## src/rtl/t03_dpu_reg_bridge.sv

```systemverilog
// -----------------------------------------------------------------------------
// t03_dpu_reg_bridge
//
// Bridges CPU register writes into the display pipeline. The CPU writes a
// shadow bank at any time. A COMMIT write arms a transfer. The next
// frame_sync (start of vertical blanking) copies the whole shadow bank into the
// active bank in one edge. The display therefore never sees a half-updated
// frame.
//
// Register map (address[31:8] must be 24'hFF0000, offset = address[7:0]):
//   0x00 GAME   data[2:0]  -> gameState
//   0x01 P1     data[1:0] state, data[5:2] health, data[6] left
//   0x02 P2     same layout as P1, for player 2
//   0x03 P1POS  data[10:0] -> x1, data[26:16] -> y1
//   0x04 P2POS  data[10:0] -> x2, data[26:16] -> y2
//   0x05 COMMIT data ignored
//
// Ports:
//   clk, rst          clock, synchronous active-high reset
//   wen/address/data  CPU write port, one write per cycle
//   frame_sync        one-cycle vertical-blanking strobe
//   ack               one-cycle acknowledge, the cycle after an in-range write
//   err               pulses with ack when the in-range offset is unmapped
//   pending           commit armed, waiting for frame_sync
//   gameState .. p2Left  active display registers
// -----------------------------------------------------------------------------
module t03_dpu_reg_bridge (
  input  logic        clk,
  input  logic        rst,
  input  logic        wen,
  input  logic [31:0] address,
  input  logic [31:0] data,
  input  logic        frame_sync,
  output logic        ack,
  output logic        err,
  output logic        pending,
  output logic [2:0]  gameState,
  output logic [1:0]  p1State,
  output logic [1:0]  p2State,
  output logic [3:0]  p1health,
  output logic [3:0]  p2health,
  output logic [10:0] x1,
  output logic [10:0] x2,
  output logic [10:0] y1,
  output logic [10:0] y2,
  output logic        p1Left,
  output logic        p2Left
);

  typedef struct packed {
    logic [2:0]  game_state;
    logic [1:0]  p1_state;
    logic [3:0]  p1_health;
    logic        p1_left;
    logic [1:0]  p2_state;
    logic [3:0]  p2_health;
    logic        p2_left;
    logic [10:0] x1;
    logic [10:0] y1;
    logic [10:0] x2;
    logic [10:0] y2;
  } bank_t;

  localparam bank_t RESET_BANK = '{
    game_state: 3'd0,
    p1_state:   2'd0,
    p1_health:  4'd9,
    p1_left:    1'b0,
    p2_state:   2'd0,
    p2_health:  4'd9,
    p2_left:    1'b1,
    x1:         11'd100,
    y1:         11'd0,
    x2:         11'd500,
    y2:         11'd0
  };

  localparam logic [23:0] BASE_PAGE  = 24'hFF0000;
  localparam logic [7:0]  OFS_GAME   = 8'h00;
  localparam logic [7:0]  OFS_P1     = 8'h01;
  localparam logic [7:0]  OFS_P2     = 8'h02;
  localparam logic [7:0]  OFS_P1POS  = 8'h03;
  localparam logic [7:0]  OFS_P2POS  = 8'h04;
  localparam logic [7:0]  OFS_COMMIT = 8'h05;

  localparam logic [3:0]  HEALTH_MAX = 4'd9;
  localparam logic [10:0] X_MAX      = 11'd639;
  localparam logic [10:0] Y_MAX      = 11'd500;

  // Saturate out-of-screen / out-of-range values when they enter the shadow bank.
  function automatic logic [3:0] clamp_health(input logic [3:0] h);
    return (h > HEALTH_MAX) ? HEALTH_MAX : h;
  endfunction

  function automatic logic [10:0] clamp_x(input logic [10:0] x);
    return (x > X_MAX) ? X_MAX : x;
  endfunction

  function automatic logic [10:0] clamp_y(input logic [10:0] y);
    return (y > Y_MAX) ? Y_MAX : y;
  endfunction

  bank_t       shadow;
  bank_t       shadow_nxt;
  bank_t       active;
  logic [7:0]  offset;
  logic        in_range;
  logic        mapped;
  logic        commit_wr;
  logic        transfer;

  // These data bits have no meaning in any register and are dropped.
  logic        unused_data_bits;
  assign unused_data_bits = &{1'b0, data[31:27], data[15:11]};

  assign offset    = address[7:0];
  assign in_range  = wen && (address[31:8] == BASE_PAGE);
  assign mapped    = (offset <= OFS_COMMIT);
  assign commit_wr = in_range && (offset == OFS_COMMIT);
  assign transfer  = frame_sync && pending;

  // Shadow write decode. Unmapped offsets and COMMIT leave the bank as it is.
  always_comb begin
    // NOTE: the default assignment first keeps every field driven on every
    // path, so no latch is inferred for offsets the case does not list.
    shadow_nxt = shadow;
    if (in_range) begin
      case (offset)
        OFS_GAME: shadow_nxt.game_state = data[2:0];
        OFS_P1: begin
          shadow_nxt.p1_state  = data[1:0];
          shadow_nxt.p1_health = clamp_health(data[5:2]);
          shadow_nxt.p1_left   = data[6];
        end
        OFS_P2: begin
          shadow_nxt.p2_state  = data[1:0];
          shadow_nxt.p2_health = clamp_health(data[5:2]);
          shadow_nxt.p2_left   = data[6];
        end
        OFS_P1POS: begin
          shadow_nxt.x1 = clamp_x(data[10:0]);
          shadow_nxt.y1 = clamp_y(data[26:16]);
        end
        OFS_P2POS: begin
          shadow_nxt.x2 = clamp_x(data[10:0]);
          shadow_nxt.y2 = clamp_y(data[26:16]);
        end
        default: ;
      endcase
    end
  end

  always_ff @(posedge clk) begin
    if (rst) begin
      // NOTE: both banks are plain flop registers rather than RAM, so they are
      // reset explicitly; the display must show defined values straight away.
      shadow  <= RESET_BANK;
      active  <= RESET_BANK;
      pending <= 1'b0;
      ack     <= 1'b0;
      err     <= 1'b0;
    end else begin
      // NOTE: non-blocking assignments make the transfer read the shadow value
      // from before this edge, so a write landing on the same edge waits in
      // shadow for the next commit.
      shadow <= shadow_nxt;
      if (transfer) begin
        active <= shadow;
      end
      ack <= in_range;
      err <= in_range && !mapped;
      // A COMMIT on the transfer edge re-arms for the following frame.
      if (commit_wr) begin
        pending <= 1'b1;
      end else if (transfer) begin
        pending <= 1'b0;
      end
    end
  end

  assign gameState = active.game_state;
  assign p1State   = active.p1_state;
  assign p2State   = active.p2_state;
  assign p1health  = active.p1_health;
  assign p2health  = active.p2_health;
  assign p1Left    = active.p1_left;
  assign p2Left    = active.p2_left;
  assign x1        = active.x1;
  assign y1        = active.y1;
  assign x2        = active.x2;
  assign y2        = active.y2;

endmodule

```

## config.mk

```make
export PLATFORM = sky130hd
export DESIGN_NAME = t03_dpu_reg_bridge
export DESIGN_NICKNAME = d
export VERILOG_FILES = /design/src/rtl/t03_dpu_reg_bridge.sv
export SDC_FILE = /design/constraint.sdc
export NUM_CORES = 1
export LEC_CHECK = 0
export BUFFER_PORTS_ARGS = -buffer_cell sky130_fd_sc_hd__buf_2
export CAP_MARGIN = 30
export CORE_ASPECT_RATIO = 0.75
export CORE_MARGIN = 2
export CORE_UTILIZATION = 58
export CTS_BUF_LIST = sky130_fd_sc_hd__clkbuf_2
export DETAILED_ROUTE_END_ITERATION = 6
export GPL_TIMING_DRIVEN = 0
export HOLD_SLACK_MARGIN = 0.08
export PLACE_DENSITY = 0.91
export SKIP_CTS_REPAIR_TIMING = 1
export SYNTH_ARGS = -nofsm -noshare
export SYNTH_HDL_FRONTEND = slang
export SYNTH_SLANG_ARGS = --single-unit
```

## constraint.sdc

```tcl
create_clock -name clk -period 6.25 [get_ports clk]
set_clock_uncertainty 0.15 [all_clocks]
set_input_delay 0.625 -clock clk [delete_from_list [all_inputs] [get_ports clk]]
set_output_delay 0.625 -clock clk [all_outputs]
set_load 0.02 [all_outputs]
```

# After elaboration in Yosys (flattened, before gate mapping)
# Index checks and enable logic that the tools add are counted.
[word_totals]
wordCells = 52
ff_bits = 125
out_inout_bits = 64
[classes]
n_reduce_logical = 12
muxes = 5
eq_ne = 6
order_cmp = 4
[ops]
columns = ["op", "count"]
rows = [
  ["24-bit == test (second input constant)", 1],
  ["11-bit two-way mux", 2],
  ["8-bit by 2-bit == test with 1-bit output (second input constant)", 2],
  ["8-bit by 3-bit == test with 1-bit output (second input constant)", 2],
  ["11-bit by 10-bit > comparator with 1-bit output (second input constant)", 1],
  ["11-bit by 9-bit > comparator with 1-bit output (second input constant)", 1],
  ["2-bit AND reduction", 5],
  ["8-bit by 1-bit == test with 1-bit output (second input constant)", 1],
  ["8-bit by 3-bit less-or-equal comparator with 1-bit output (second input constant)", 1],
  ["8-bit zero test", 1],
  ["4-bit > comparator (second input constant)", 1],
  ["1-bit logical AND", 4],
  ["4-bit two-way mux", 1],
  ["1-bit two-way mux", 2],
  ["2-bit nonzero test", 1],
  ["1-bit zero test", 1],
]

# Logic depth before layout (Yosys ltp)
[depth]
word_depth = 4
mapped_depth = 6
depth_no_buf = 4

# Least setup slack after synthesis
# No wires, ideal clock.
[synth_path]
path_kind = "input -> register"
start = "in address[20]"
end = "reg shadow[20] (netlist bit)"
path_buffers = 2
setup_slack_ns = 3.819
setup_ns = 0.116
t_arrival_ns = 2.166
cell_stages = 6
t_required_ns = 5.984
path_cell_list = "or3_4 or3_1 buf_2 or3_4 buf_6 a31o_1"
[synth_between]
elab_chain_len = 3
[synth_rtl]
columns = ["item", "line_no", "rtl"]
rows = [
  ["start: declaration", "31", "input logic [31:0] address,"],
  ["24-bit == test", "117", "assign in_range = wen && (address[31:8] == BASE_PAGE);"],
  ["1-bit logical AND", "117", ""],
  ["2-bit AND reduction (no line)", "-", ""],
  ["end signal: assignment", "166", "shadow <= shadow_nxt;"],
  ["end: declaration", "103", "bank_t shadow;"],
]
# No other way between the ends.
# A chain may end at the register's enable or synchronous reset.

# Worst setup path after layout
[layout_path]
start = "reg pending"
end = "out pending"
[layout_lines]
columns = ["item", "line_no", "rtl"]
rows = [
  ["start: declaration", "36", "output logic pending,"],
  ["start signal: assignment", "159", "pending <= 1'b0;"],
  ["start signal: assignment", "174", "pending <= 1'b1;"],
  ["start signal: assignment", "176", "pending <= 1'b0;"],
]
# No word-level cell between the ends.

==> tab_implementation.tex <==
\begin{tabular}{lr}
\hline
Metric & Value \\
\hline
\multicolumn{2}{l}{\textbf{GRT}} \\
\quad Gr usage total & 0.290 \\
\quad Total congestion overflow & 0 \\
\quad Number of global-route vias before repair & 4,194 \\
\quad Maximum number of pins on one net before global-route repair & 17 \\
\quad Number of antenna violations at the first check in global routing & 0 \\
\quad First-pass GRT wire length & 19.6 mm \\
\multicolumn{2}{l}{\textbf{Logic synthesis}} \\
\quad Post-synthesis mux area share & 0.100 \\
\quad Cell area after synthesis & 4680 um\^{}2 \\
\quad Register area share after synthesis & 0.534 \\
\quad Area contributors post-synth & sky130\_fd\_sc\_hd\_\_dfxtp\_1 (53\%), sky130\_fd\_sc\_hd\_\_nand2\_1 (14\%), sky130\_fd\_sc\_hd\_\_mux2i\_1 (10\%) \\
\quad EDFF count, synth & 0 \\
\quad Count of yosys warnings during synthesis & 0 \\
\quad Primary FF master, synth & sky130\_fd\_sc\_hd\_\_dfxtp\_1 \\
\quad Largest family of logic cells by synthesized area & simple AND/OR/NAND/NOR gates \\
\quad Synth async-reset ratio & 0 \\
\quad Post-synth top area share & 0.534 \\
\quad Xor/xnor cell area share of the yosys netlist & 0 \\
\quad Number of cells produced by synthesis & 541 \\
\quad Flip-flop and latch count after synthesis & 125 \\
\quad Synth Area in Adders & 0 \\
\quad Cell taking the most area after synthesis & sky130\_fd\_sc\_hd\_\_dfxtp\_1 \\
\quad Cell variety after synth & 36 \\
\quad Count leader, synth & sky130\_fd\_sc\_hd\_\_nand2\_1 \\
\quad Area share of and/or/nand/nor cells after synthesis & 0.240 \\
\quad Top cells by instance count after synthesis & sky130\_fd\_sc\_hd\_\_nand2\_1 (170), sky130\_fd\_sc\_hd\_\_dfxtp\_1 (125), sky130\_fd\_sc\_hd\_\_a21oi\_1 (48) \\
\quad Synthesized net count & 609 \\
\quad Syn avg cell area & 8.65 um\^{}2 \\
\quad Synthesized-area fraction occupied by ao, oa, aoi and oai cells & 0.0901 \\
\multicolumn{2}{l}{\textbf{Timing}} \\
\quad Worst hold slack & 99.2 ps \\
\quad Slew Limit Fails & 0 \\
\quad Actual transition at the worst max-transition pin & 603 ps \\
\quad Final critical path time including I/O delays and setup & 2020 ps \\
\quad Worst max-slew margin expressed relative to the limit & 0.598 \\
\quad RSZ-0062 raised after global routing & no \\
\quad Number of endpoints with negative hold slack in the final report & 0 \\
\quad Final TNS setup & 0 ps \\
\quad Max Clock Freq & 495 MHz \\
\quad Final period util & 0.323 \\
\quad Slack of the critical path & 4230 ps \\
\quad Final-report setup violation count & 0 \\
\multicolumn{2}{l}{\textbf{Layout}} \\
\quad Antenna cell count & 0 \\
\quad Total Nets Final & 749 \\
\quad Layout cell share with drive strength beyond 1 & 0.228 \\
\quad Relative area change from synthesis to final layout & 21.0\% \\
\multicolumn{2}{l}{\textbf{Detailed routing}} \\
\quad Total wire length after detailed routing & 12.5 mm \\
\quad Number of nets with antenna violations after detailed routing & 0 \\
\quad Detailed-route wire length per cell & 15.7 um \\
\quad DR vias & 4,446 \\
\quad Ratio of routed vias to standard cells & 5.56 \\
\quad Post-detailed-route DRC marker count & 0 \\
\quad Number of optimization iterations in the first detailed-route pass & 5 \\
\quad Initial drt markers & 346 \\
\multicolumn{2}{l}{\textbf{Place}} \\
\quad Number of buffers inserted by port buffering & 120 \\
\quad Detailed placer's ending HPWL & 9.30 mm \\
\quad Minimum setup slack after placement & 3580 ps \\
\quad Final estimated routing congestion in global placement & 0.896 \\
\multicolumn{2}{l}{\textbf{Worst setup path}} \\
\quad Largest stage delay on the critical path & 420 ps \\
\quad Dominant delay contributor by cell family on the critical path & flip-flops \\
\quad Nature of the critical path endpoint & output pin \\
\quad Critical R2R Launch & pending \\
\quad Required time worst endpoint & 5470 ps \\
\quad Worst R2R End & y1[1] \\
\quad Critical Path AT & 1240 ps \\
\quad Number of buffer and inverter instances along the worst setup path & 1 \\
\quad Reg2reg path depth & 5 \\
\quad Sort of element at the start of the critical path & register \\
\quad Largest driver fanout on the critical path & 4 \\
\quad Critical Setup Path Class & register to output pin \\
\quad Master of the slowest instance on the critical path & sky130\_fd\_sc\_hd\_\_dfxtp\_1 \\
\quad Cells along the critical path & buf\_2 \\
\quad Setup slack of the most critical reg-to-reg path & 4380 ps \\
\quad WP depth & 1 \\
\multicolumn{2}{l}{\textbf{Floorplanning}} \\
\quad Placeable core region & 7850 um\^{}2 \\
\quad Site row count & 28 \\
\quad Die span in x & 108 um \\
\quad Area enclosed by the die boundary & 8810 um\^{}2 \\
\quad Top-Level Pins & 132 \\
\quad Starting utilization of the core area & 0.597 \\
\quad Die Height & 81.8 um \\
\multicolumn{2}{l}{\textbf{Clock network}} \\
\quad Clock tree from TritonCTS & yes \\
\quad Clock Root Buffer & sky130\_fd\_sc\_hd\_\_clkbuf\_2 \\
\quad Clock net sink count & 125 \\
\quad Clock latency at the later pin of the worst-skew pair & 630 ps \\
\quad Buffer levels on the longest clock path & 2 \\
\quad CTS Buf Count & 17 \\
\quad Clk pin slew, worst setup/hold paths & 160 ps \\
\quad Number of levels the H-tree was split into & 4 \\
\multicolumn{2}{l}{\textbf{Hold path}} \\
\quad Capture endpoint of the worst hold path & shadow[51] \\
\quad Hold path depth & 3 \\
\quad Worst min-delay path startpoint & data[6] \\
\quad Class of the tightest hold or removal check & input port to register \\
\multicolumn{2}{l}{\textbf{Power and ir drop}} \\
\quad Post-layout power & 0.00137 W \\
\quad Leakage power & 2.60 nW \\
\quad Maximum resistive drop on vdd & 0.000163 V \\
\quad Power per Cell Area & 242 nW/um\^{}2 \\
\multicolumn{2}{l}{\textbf{Outcome}} \\
\quad Run status & completed \\
\multicolumn{2}{l}{\textbf{Run}} \\
\quad Max\_cap viols & 0 \\
\hline
\end{tabular}
final cells by class:
class,instances,area (um^2)
inverters,2,7.51
flip-flops and latches,125,2500
well taps,105,131
multi-input cells,377,2010
clock inverters,14,151
clock buffers,18,90.1
plain buffers,37,158
fillers,626,2180
repair buffers,121,611
worst reg2reg max path, stage by stage (launching register included):
cell and delay (ps):
sky130_fd_sc_hd__dfxtp_1 420, sky130_fd_sc_hd__and2_1 140, sky130_fd_sc_hd__clkbuf_1 330, sky130_fd_sc_hd__clkbuf_1 450
sky130_fd_sc_hd__nand2_1 140, sky130_fd_sc_hd__a21oi_1 180
how the worst max path moves through the flow:
stage	start	endpoint	slack (ps)
floorplan	address[20]	shadow[20]	3820
global placement	address[20]	shadow[46]	3620
detailed placement	address[20]	shadow[50]	3580
CTS	pending	pending	4220
global route	address[20]	shadow[51]	4120
finish	pending	pending	4230
power breakdown:
group	internal, W	switching [W]	leakage, nW	total, W
registers	0.000798	0.000000000000183	1.01	0.000798
logic	0.0000220	0.0000389	1.46	0.0000608
clock network	0.000217	0.000294	0.141	0.000511
per-layer routing:
| layer | track usage | up-vias | wire length [um] |
|---|---|---|---|
| met3 | 0.0794 | 15 | 1160 |
| li1 | - | 2113 | - |
| met4 | 0.113 | 0 | 148 |
| met5 | 0 | - | 0 |
| met1 | 0.359 | 2080 | 5280 |
| met2 | 0.487 | 238 | 5920 |
cell usage in the layout, fill, tap and decap left out, drive strengths merged, types with 2 or more instances in the layout:
cell type / Yosys / layout
and3: 8 / 8
nand4: 4 / 4
mux2i: 47 / 47
nor3b: 2 / 2
o31ai: 2 / 2
clkinvlp: 0 / 2
o211ai: 3 / 3
nor4: 8 / 8
or2: 2 / 2
nand2: 170 / 170
nand3: 21 / 21
bufinv: 0 / 3
o21ai: 10 / 10
o21a: 2 / 2
buf: 7 / 127
nor2: 20 / 20
clkinv: 0 / 9
inv: 2 / 2
nor3: 9 / 9
clkbuf: 30 / 48
a31o: 6 / 6
a21oi: 48 / 48
and4: 2 / 2
dfxtp: 125 / 125
or3: 3 / 3
metrics by stage:
| stage | util | instance area, um^2 | instances |
|---|---|---|---|
| 2_1_floorplan | - | 4680 | 541 |
| 3_3_place_gp | 0.690 | 5410 | 766 |
| 3_5_place_dp | 0.690 | 5410 | 766 |
| 4_1_cts | 0.721 | 5660 | 798 |
| 5_1_grt | 0.722 | 5670 | 799 |
| 6_report | 0.722 | 5670 | 799 |
cells by family (layout without fill, tap and decap cells):
kind of cell	count (synthesis)	in the layout
buffers and inverters	39	192
DFF	125	125
muxes	47	47
AOI/OAI and AO/OA	74	74
and+or+nand+nor	256	256
registers in the layout (all words and copies together), names as in the netlist:
register,cells
shadow,61
x1,11
x2,11
y1,11
y2,11
p1health,4
p2health,4
gameState,3
p1State,2
p2State,2
ack,1
err,1
p1Left,1
p2Left,1
pending,1
Power figures use the tool's default switching activity.
